<file path="src/rtl/alu_flags.sv">
// SM83 flag register stage behind the 8-bit ALU.
// It tracks Z/N/H/C, sequences the two-pass 16-bit adds and supplies the ALU carry-in.
module alu_flags #(
  parameter logic [3:0] RESET_FLAGS = 4'b0000
) (
  input  logic       clk,
  input  logic       reset,
  input  logic       valid,
  input  logic [3:0] op,
  input  logic [7:0] res,
  input  logic       half_c,
  input  logic       carry,
  input  logic       f_we,
  input  logic [3:0] f_in,
  output logic [3:0] flags,
  output logic       cy_to_alu,
  output logic       wide,
  output logic       err
);

  localparam logic [3:0] OP_NOP      = 4'h0;
  localparam logic [3:0] OP_ADD      = 4'h1;
  localparam logic [3:0] OP_ADC      = 4'h2;
  localparam logic [3:0] OP_SUB      = 4'h3;
  localparam logic [3:0] OP_SBC      = 4'h4;
  localparam logic [3:0] OP_AND      = 4'h5;
  localparam logic [3:0] OP_ORXOR    = 4'h6;
  localparam logic [3:0] OP_CP       = 4'h7;
  localparam logic [3:0] OP_INC      = 4'h8;
  localparam logic [3:0] OP_DEC      = 4'h9;
  localparam logic [3:0] OP_ADD16_LO = 4'hA;
  localparam logic [3:0] OP_ADD16_HI = 4'hB;
  localparam logic [3:0] OP_SPE_LO   = 4'hC;
  localparam logic [3:0] OP_SPE_HI   = 4'hD;
  localparam logic [3:0] OP_SCF      = 4'hE;
  localparam logic [3:0] OP_CCF      = 4'hF;

  typedef enum logic [1:0] {
    ST_IDLE = 2'd0,
    ST_WIDE = 2'd1,
    ST_SPE  = 2'd2
  } state_t;

  state_t     r_state;
  state_t     w_state_next;
  logic [3:0] r_flags;
  logic [3:0] w_flags_next;
  logic [3:0] w_op_flags;
  logic       r_lo_c;
  logic       w_lo_c_next;
  logic       r_err;
  logic       w_err_next;
  logic       w_zr;
  logic       w_is_hi;
  logic       w_hi_ok;

  assign w_zr    = (res == 8'h00);
  assign w_is_hi = (op == OP_ADD16_HI) || (op == OP_SPE_HI);
  assign w_hi_ok = ((op == OP_ADD16_HI) && (r_state == ST_WIDE)) ||
                   ((op == OP_SPE_HI)   && (r_state == ST_SPE));

  // A mismatched HI pass gets no carry-in: the low-byte carry belongs to another sequence.
  always_comb begin
    cy_to_alu = 1'b0;
    if (valid) begin
      if ((op == OP_ADC) || (op == OP_SBC)) begin
        cy_to_alu = r_flags[0];
      end else if (w_hi_ok) begin
        cy_to_alu = r_lo_c;
      end
    end
  end

  always_comb begin
    w_op_flags = r_flags;
    unique case (op)
      OP_NOP:                           w_op_flags = r_flags;
      OP_ADD, OP_ADC:                   w_op_flags = {w_zr, 1'b0, half_c, carry};
      OP_SUB, OP_SBC, OP_CP:            w_op_flags = {w_zr, 1'b1, half_c, carry};
      OP_AND:                           w_op_flags = {w_zr, 1'b0, 1'b1, 1'b0};
      OP_ORXOR:                         w_op_flags = {w_zr, 1'b0, 1'b0, 1'b0};
      OP_INC:                           w_op_flags = {w_zr, 1'b0, half_c, r_flags[0]};
      OP_DEC:                           w_op_flags = {w_zr, 1'b1, half_c, r_flags[0]};
      OP_ADD16_LO, OP_SPE_HI:           w_op_flags = r_flags;
      OP_ADD16_HI:                      w_op_flags = {r_flags[3], 1'b0, half_c, carry};
      OP_SPE_LO:                        w_op_flags = {1'b0, 1'b0, half_c, carry};
      OP_SCF:                           w_op_flags = {r_flags[3], 1'b0, 1'b0, 1'b1};
      OP_CCF:                           w_op_flags = {r_flags[3], 1'b0, 1'b0, ~r_flags[0]};
      default:                          w_op_flags = r_flags;
    endcase
  end

  // Sequencing: any op that does not complete the pending pass abandons it and raises err.
  always_comb begin
    w_flags_next = r_flags;
    w_state_next = r_state;
    w_lo_c_next  = r_lo_c;
    w_err_next   = r_err;
    if (valid) begin
      w_flags_next = w_op_flags;
      if (w_is_hi) begin
        if (!w_hi_ok) begin
          w_err_next = 1'b1;
        end
        w_state_next = ST_IDLE;
      end else begin
        if (r_state != ST_IDLE) begin
          w_err_next = 1'b1;
        end
        if (op == OP_ADD16_LO) begin
          w_state_next = ST_WIDE;
          w_lo_c_next  = carry;
        end else if (op == OP_SPE_LO) begin
          w_state_next = ST_SPE;
          w_lo_c_next  = carry;
        end else begin
          w_state_next = ST_IDLE;
        end
      end
    end
    if (f_we) begin
      w_flags_next = f_in;
    end
  end

  always_ff @(posedge clk or posedge reset) begin
    if (reset) begin
      r_flags <= RESET_FLAGS;
      r_state <= ST_IDLE;
      r_lo_c  <= 1'b0;
      r_err   <= 1'b0;
    end else begin
      r_flags <= w_flags_next;
      r_state <= w_state_next;
      r_lo_c  <= w_lo_c_next;
      r_err   <= w_err_next;
    end
  end

  assign flags = r_flags;
  assign wide  = (r_state != ST_IDLE);
  assign err   = r_err;

endmodule
</file>
<file path="config.mk">
export PLATFORM = sky130hd
export DESIGN_NAME = alu_flags
export DESIGN_NICKNAME = d
export VERILOG_FILES = /design/src/rtl/alu_flags.sv
export SDC_FILE = /design/constraint.sdc
export NUM_CORES = 1
export LEC_CHECK = 0
export CORE_MARGIN = 2
export CORE_UTILIZATION = 44
export CTS_BUF_LIST = sky130_fd_sc_hd__clkbuf_2 sky130_fd_sc_hd__clkbuf_4 sky130_fd_sc_hd__clkbuf_8
export CTS_CLUSTER_DIAMETER = 120
export DETAILED_ROUTE_END_ITERATION = 10
export GPL_TIMING_DRIVEN = 0
export PLACE_DENSITY = 0.82
export RECOVER_POWER = 100
export SLEW_MARGIN = 5
export SYNTH_ARGS = -nofsm -noshare
export SYNTH_HDL_FRONTEND = slang
export SYNTH_SLANG_ARGS = --single-unit
</file>
<file path="constraint.sdc">
create_clock -name clk -period 1.3 [get_ports clk]
set_input_delay 0.26 -clock clk [delete_from_list [all_inputs] [get_ports clk]]
set_output_delay 0.26 -clock clk [all_outputs]
set_load 0.02 [all_outputs]
</file>
==> results of run 1 <==
-- synth_stat cells, drive strengths merged --
library cell	n
dfrtp	8
a211o	1
a32oi	1
o221ai	1
nand2	3
o311ai	1
xnor2	2
nor3	1
o31ai	1
nor2b	4
inv	7
nand3	4
nor2	6
a22oi	1
o21ai	2
a21o	2
a311oi	1
a21oi	4
xor2	1
nand4b	1
nor3b	4
or2	2
nor4	1
nand4	1
nand2b	1
o21bai	1
a221o	2
a2111oi	1
buf	7
o21a	1
a221oi	2
mux2	3
a31oi	2
-- cells by family after synthesis --
| kind of cell | Yosys count | share of synthesized area (%) |
|---|---|---|
| compound gates | 24 | 29.6 |
| xor+xnor | 3 | 4.64 |
| buf+inv | 14 | 12.2 |
| flops | 8 | 27.5 |
| mux | 3 | 4.64 |
| simple gates | 28 | 21.5 |
-- final cells by class --
type / instances / area [sq um] / share of cell area, %
Multi-Input combinational cell: 58 / 459 / 42.4
Timing Repair Buffer: 29 / 283 / 26.1
Sequential cell: 8 / 200 / 18.5
Buffer: 7 / 72.6 / 6.70
Inverter: 7 / 26.3 / 2.42
Clock buffer: 3 / 22.5 / 2.08
Tap cell: 16 / 20.0 / 1.85
-- flip-flops by register name, indices dropped and copies added, names as in the netlist --
signal,count
r_state,2
r_lo_c,1
flags,4
err,1
-- routing by layer --
metal / GRT usage (%) / up-vias / part of all wire (%)
met3: 4.08 / 4 / 3.8
met1: 27.6 / 361 / 44
met4: 9.09 / 0 / 1.8
met2: 35.1 / 17 / 50
li1: - / 362 / -
met5: 0 / - / 0
-- final timing paths --
check,endpoint,slack [ns],from,cells past startpoint
min in group asynchronous,r_state[1],0.39,reset,2
max,cy_to_alu,-0.32,r_state[1],5
min reg2reg,flags[1],0.49,flags[1],1
max reg2reg,err,0.05,r_state[1],5
max in group asynchronous,err,0.65,reset,2
min,r_state[0],0.35,valid,2
-- power breakdown --
group	leakage [nW]	internal, mW	switching (mW)	total (mW)
combinational	0.329	0.153	0.140	0.293
sequential	0.0971	0.273	0.0152	0.289
clock	0.0138	0.106	0.0953	0.202
total	0.440	0.533	0.250	0.783
-- metrics by stage --
step | total power [mW] | setup TNS, ns | cell area [sq um] | instances | setup WS, ns
after floorplan | 0.456 | 0 | 746 | 80 | 0.00420
after global placement | 0.574 | -4.27 | 1030 | 122 | -1.12
after detailed placement | 0.582 | -4.50 | 1030 | 122 | -1.12
after CTS | 0.792 | -0.480 | 1090 | 128 | -0.314
after global routing | 0.826 | -0.621 | 1080 | 128 | -0.398
final | 0.783 | -0.459 | 1080 | 128 | -0.322
-- timing repair --
item                       4_1_cts  5_1_grt
hold buffers                     0        0
pin swaps                        6        3
buffers inserted                 3        0
setup endpoints to repair       13        6
gates resized for setup         32        5
-- cells in the final DEF, fill, tap and decap left out, types with 3 or more instances in the layout --
cell / netlist / routed
dfrtp_1: 8 / 8
nand3_1: 4 / 4
clkdlybuf4s50_1: 0 / 14
nand2_1: 3 / 3
nor2b_1: 4 / 3
dlygate4sd2_1: 0 / 6
nor2_1: 5 / 5
inv_1: 6 / 6
a21oi_1: 3 / 3
buf_6: 4 / 8
clkbuf_4: 0 / 3
==> results_dict.tcl, run 1 <==
set metrics [dict create \
    syn_area_sq_um 728 \
    syn_avg_cell_area_sq_um 9.10 \
    leakagePower_nw 0.440 \
    track_usage_pct 21.5 \
    start_util_pct 47.8 \
    cts_tree "built" \
    worst_slew_pin_slew_ns 0.387 \
    syn_to_final_growth_pct 48.8 \
    dr.pass1.iters 4 \
    path_cells "nor3b_2 > o21bai_2 > o21a_1 > nor2_4 > buf_6" \
    clock.fmax_mhz 617 \
    grt_overflow_total 0 \
    peakVddDrop_mv 0.588 \
    drive_above_1_share_pct 29.5 \
    drt-total-wl_microns 2020 \
    max_stage_delay_ns 0.42 \
    antenna_found_initial 0 \
    cap_violations 0 \
    rows 14 \
    utilization_pct 71.1 \
    violations "negative setup slack" \
    yosysTopAreaCellShare_pct 27.5 \
    yosys.area.top_type "dfrtp_1" \
    nets 136 \
    status "finished, violations left" \
    hold_slack_ns 0.350 \
    clock_skew_ns 0.00348 \
    place.gp.congestion 0.850 \
    htreeDepth 1 \
    ys_types 40 \
    cts.sink_count 8 \
    postRouteAntennaNets 0 \
    setup_ws_ns -0.322 \
    synth_fp_nets 102 \
    dieArea_sq_um 2000 \
    core_sq_um 1520 \
    path_clk_slew_ns 0.06 \
    routed-via-count 744 \
    post-route-drc-count 0 \
    synth-seq-area-share_pct 27.5 \
    p_per_area_nw_per_um2 723 \
    min_path_type "primary input to flip-flop" \
    syn_inst 80 \
    required_ns 1.04 \
    wire_per_inst_microns 15.8 \
    crit_type "flip-flop to output pin" \
    dieWidth_microns 44.7 \
    startpoint_type "flip-flop" \
    synth_area_leaders "dfrtp_1, buf_6, a221oi_2" \
    cp_top_family "flip-flops" \
    ys_ff_latch 8 \
    vias_per_cell 5.81 \
    post-route-period-util_pct 125 \
    cts_buffers 3 \
    clockRootBuffer "clkbuf_4" \
    nFillCells 123 \
    ioPinCount 29 \
    die_h_microns 44.7 \
    drt_first_iter_violations 22 \
    n_antenna_cell 0 \
    clockBufferDepth 2 \
    path_buf_inv 1 \
    ys.warnings.count 0 \
    grt_pass1_wl_microns 3080 \
    arrival_ns 1.36 \
    first_global_vias 706 \
    dp_hpwl_microns 1480 \
    critPathMaxFanout 3 \
    maxSlewViolCount 0 \
    portBuffers 26 \
    relSlewSlack_pct 73.9 \
    end_kind "output pin" \
    min_period_ns 1.62 \
    slowest_stage "dfrtp_1" \
    clk_latency_ns 0.26 \
    grt_max_degree 11 \
    rsz0062_at_grt "yes" \
    finalHoldViolations 0 \
    setup_viol 3 \
]
Note: power is estimated with default switching activity, not from simulation.
==> run 2, diff against run 1 <==
--- a/config.mk
+++ b/config.mk
@@ -5,13 +5,16 @@
 export SDC_FILE = /design/constraint.sdc
 export NUM_CORES = 1
 export LEC_CHECK = 0
+export CELL_PAD_IN_SITES_DETAIL_PLACEMENT = 0
+export CELL_PAD_IN_SITES_GLOBAL_PLACEMENT = 1
+export CORE_ASPECT_RATIO = 1.4
 export CORE_MARGIN = 2
-export CORE_UTILIZATION = 44
+export CORE_UTILIZATION = 34
 export CTS_BUF_LIST = sky130_fd_sc_hd__clkbuf_2 sky130_fd_sc_hd__clkbuf_4 sky130_fd_sc_hd__clkbuf_8
 export CTS_CLUSTER_DIAMETER = 120
 export DETAILED_ROUTE_END_ITERATION = 10
 export GPL_TIMING_DRIVEN = 0
-export PLACE_DENSITY = 0.82
+export PLACE_DENSITY = 0.86
 export RECOVER_POWER = 100
 export SLEW_MARGIN = 5
 export SYNTH_ARGS = -nofsm -noshare
==> constraint.sdc (replaced) <==
create_clock -name clk -period 2.1 [get_ports clk]
set_input_delay 0.42 -clock clk [delete_from_list [all_inputs] [get_ports clk]]
set_output_delay 0.42 -clock clk [all_outputs]
set_load 0.02 [all_outputs]
==> results_dict.tcl, run 2 (synthesized netlist as in run 1, its figures left out) <==
set metrics [dict create \
    status "finished, final reports clean" \
    die_h_microns 58.8 \
    clock_skew_ns 0.000121 \
    p_per_area_nw_per_um2 449 \
    finalHoldViolations 0 \
    cts_tree "built" \
    arrival_ns 1.53 \
    dieWidth_microns 43.1 \
    maxSlewViolCount 0 \
    end_kind "output pin" \
    cts_buffers 3 \
    worst-r2r-setup-slack_ns 0.96 \
    wire_per_inst_microns 12.8 \
    critPathMaxFanout 10 \
    startpoint_type "primary input" \
    min_period_ns 1.95 \
    dr.pass1.iters 2 \
    clock.fmax_mhz 513 \
    vias_per_cell 5.45 \
    post-place-ws_ns -0.690 \
    syn_to_final_growth_pct 40.0 \
    core_sq_um 2000 \
    drive_above_1_share_pct 20.2 \
    clockRootBuffer "clkbuf_4" \
    post-route-period-util_pct 92.8 \
    min_path_type "flip-flop to flip-flop" \
    worst_slew_pin_slew_ns 0.444 \
    track_usage_pct 15.2 \
    antenna_found_initial 0 \
    whs_endpoint "err" \
    clockBufferDepth 2 \
    layout_common_cells "clkdlybuf4s50_1, dfrtp_1, dlygate4sd3_1" \
    reg2regPathDepth 3 \
    htreeDepth 1 \
    setup_viol 0 \
    grt_pass1_wl_microns 2930 \
    grt_max_degree 11 \
    r2r_end "err" \
    peakVddDrop_mv 0.351 \
    dieArea_sq_um 2530 \
    hold_start "err" \
    drt_first_iter_violations 6 \
    setup_ws_ns 0.151 \
    r2r-start "r_state[1]" \
    layout_commonest_cell "clkdlybuf4s50_1" \
    start_util_pct 36.5 \
    post-route-drc-count 0 \
    leakagePower_nw 0.408 \
    dp_hpwl_microns 1390 \
    routed-via-count 708 \
    relSlewSlack_pct 70.4 \
    crit_type "primary input to output pin" \
    n_antenna_cell 0 \
    cts.sink_count 8 \
    place.gp.congestion 0.821 \
    rows 19 \
    rsz0062_at_grt "no" \
    first_global_vias 680 \
    dpl.cell_count 127 \
    ioPinCount 29 \
    nets 133 \
    hold_depth 1 \
    hold_slack_ns 0.443 \
    postRouteAntennaNets 0 \
    grt_overflow_total 0 \
    required_ns 1.68 \
    largest_register_ffs 4 \
    cap_violations 0 \
    stdcell_count 130 \
    path_clk_slew_ns 0.04 \
    clk_latency_ns 0.25 \
    portBuffers 26 \
    drt-total-wl_microns 1660 \
    hold_buffers 0 \
]
-- run 2: cell types whose count changed in the layout (fill, tap and decap cells not counted), moves of 2 or more --
| cell | before | now |
|---|---|---|
| dlygate4sd2_1 | 6 | 0 |
| dlygate4sd3_1 | 1 | 7 |
| buf_6 | 8 | 5 |
| buf_4 | 2 | 0 |
| clkbuf_2 | 0 | 2 |
| clkdlybuf4s15_2 | 2 | 0 |
-- run 2: cell type report --
cell class | count | area [sq um]
plain buffers | 7 | 65.1
clock buffers | 3 | 22.5
fillers | 225 | 977
inverters | 7 | 26.3
multi-input cells | 58 | 434
flip-flops and latches | 8 | 200
well taps | 21 | 26.3
repair buffers | 26 | 245
-- run 2: critical path, stage by stage --
cell and delay [ns]:
clkdlybuf4s15_1 0.24, buf_6 0.16, nand2_1 0.09, o21bai_1 0.19, o21a_1 0.19, nor2_1 0.07, buf_2 0.16
-- run 2: timing repair --
item                                    CTS  global route
endpoints found under the setup margin    1             1
setup buffers                             0             0
gates cloned                              0             0
gates resized for setup                   8             7
-- run 2: metrics by stage --
step | power [mW] | utilization (%) | setup TNS, ns | cell area (sq um)
after floorplan | 0.280 | - | 0 | 728
after global placement | 0.355 | 50.8 | -0.674 | 1010
after detailed placement | 0.357 | 50.8 | -0.690 | 1010
after CTS | 0.471 | 51.8 | 0 | 1030
after global routing | 0.492 | 51.1 | 0 | 1020
final | 0.457 | 51.1 | 0 | 1020
-- run 2: worst max-delay path by stage --
stage	startpoint	endpoint	slack [ns]	cells past startpoint
after floorplan	op[2]	cy_to_alu	0.34	5
after global placement	op[2]	cy_to_alu	-0.67	7
after detailed placement	op[2]	cy_to_alu	-0.69	7
after CTS	op[2]	cy_to_alu	0.05	7
after global routing	op[0]	cy_to_alu	0.007	7
final	op[0]	cy_to_alu	0.15	7
-- run 2: per-layer routing --
metal | vias up | GRT usage [%] | wire length (microns)
met5 | - | 0 | 0
met4 | 0 | 9.09 | 47
met3 | 5 | 1.84 | 40
met2 | 12 | 25.2 | 864
met1 | 335 | 18.7 | 709
li1 | 356 | - | -
-- run 2: power breakdown --
group          internal (mW)  switching [mW]  total, mW
combinational         0.0882          0.0777      0.166
clock                 0.0651          0.0479      0.113
sequential             0.170         0.00892      0.179
total                  0.323           0.135      0.457
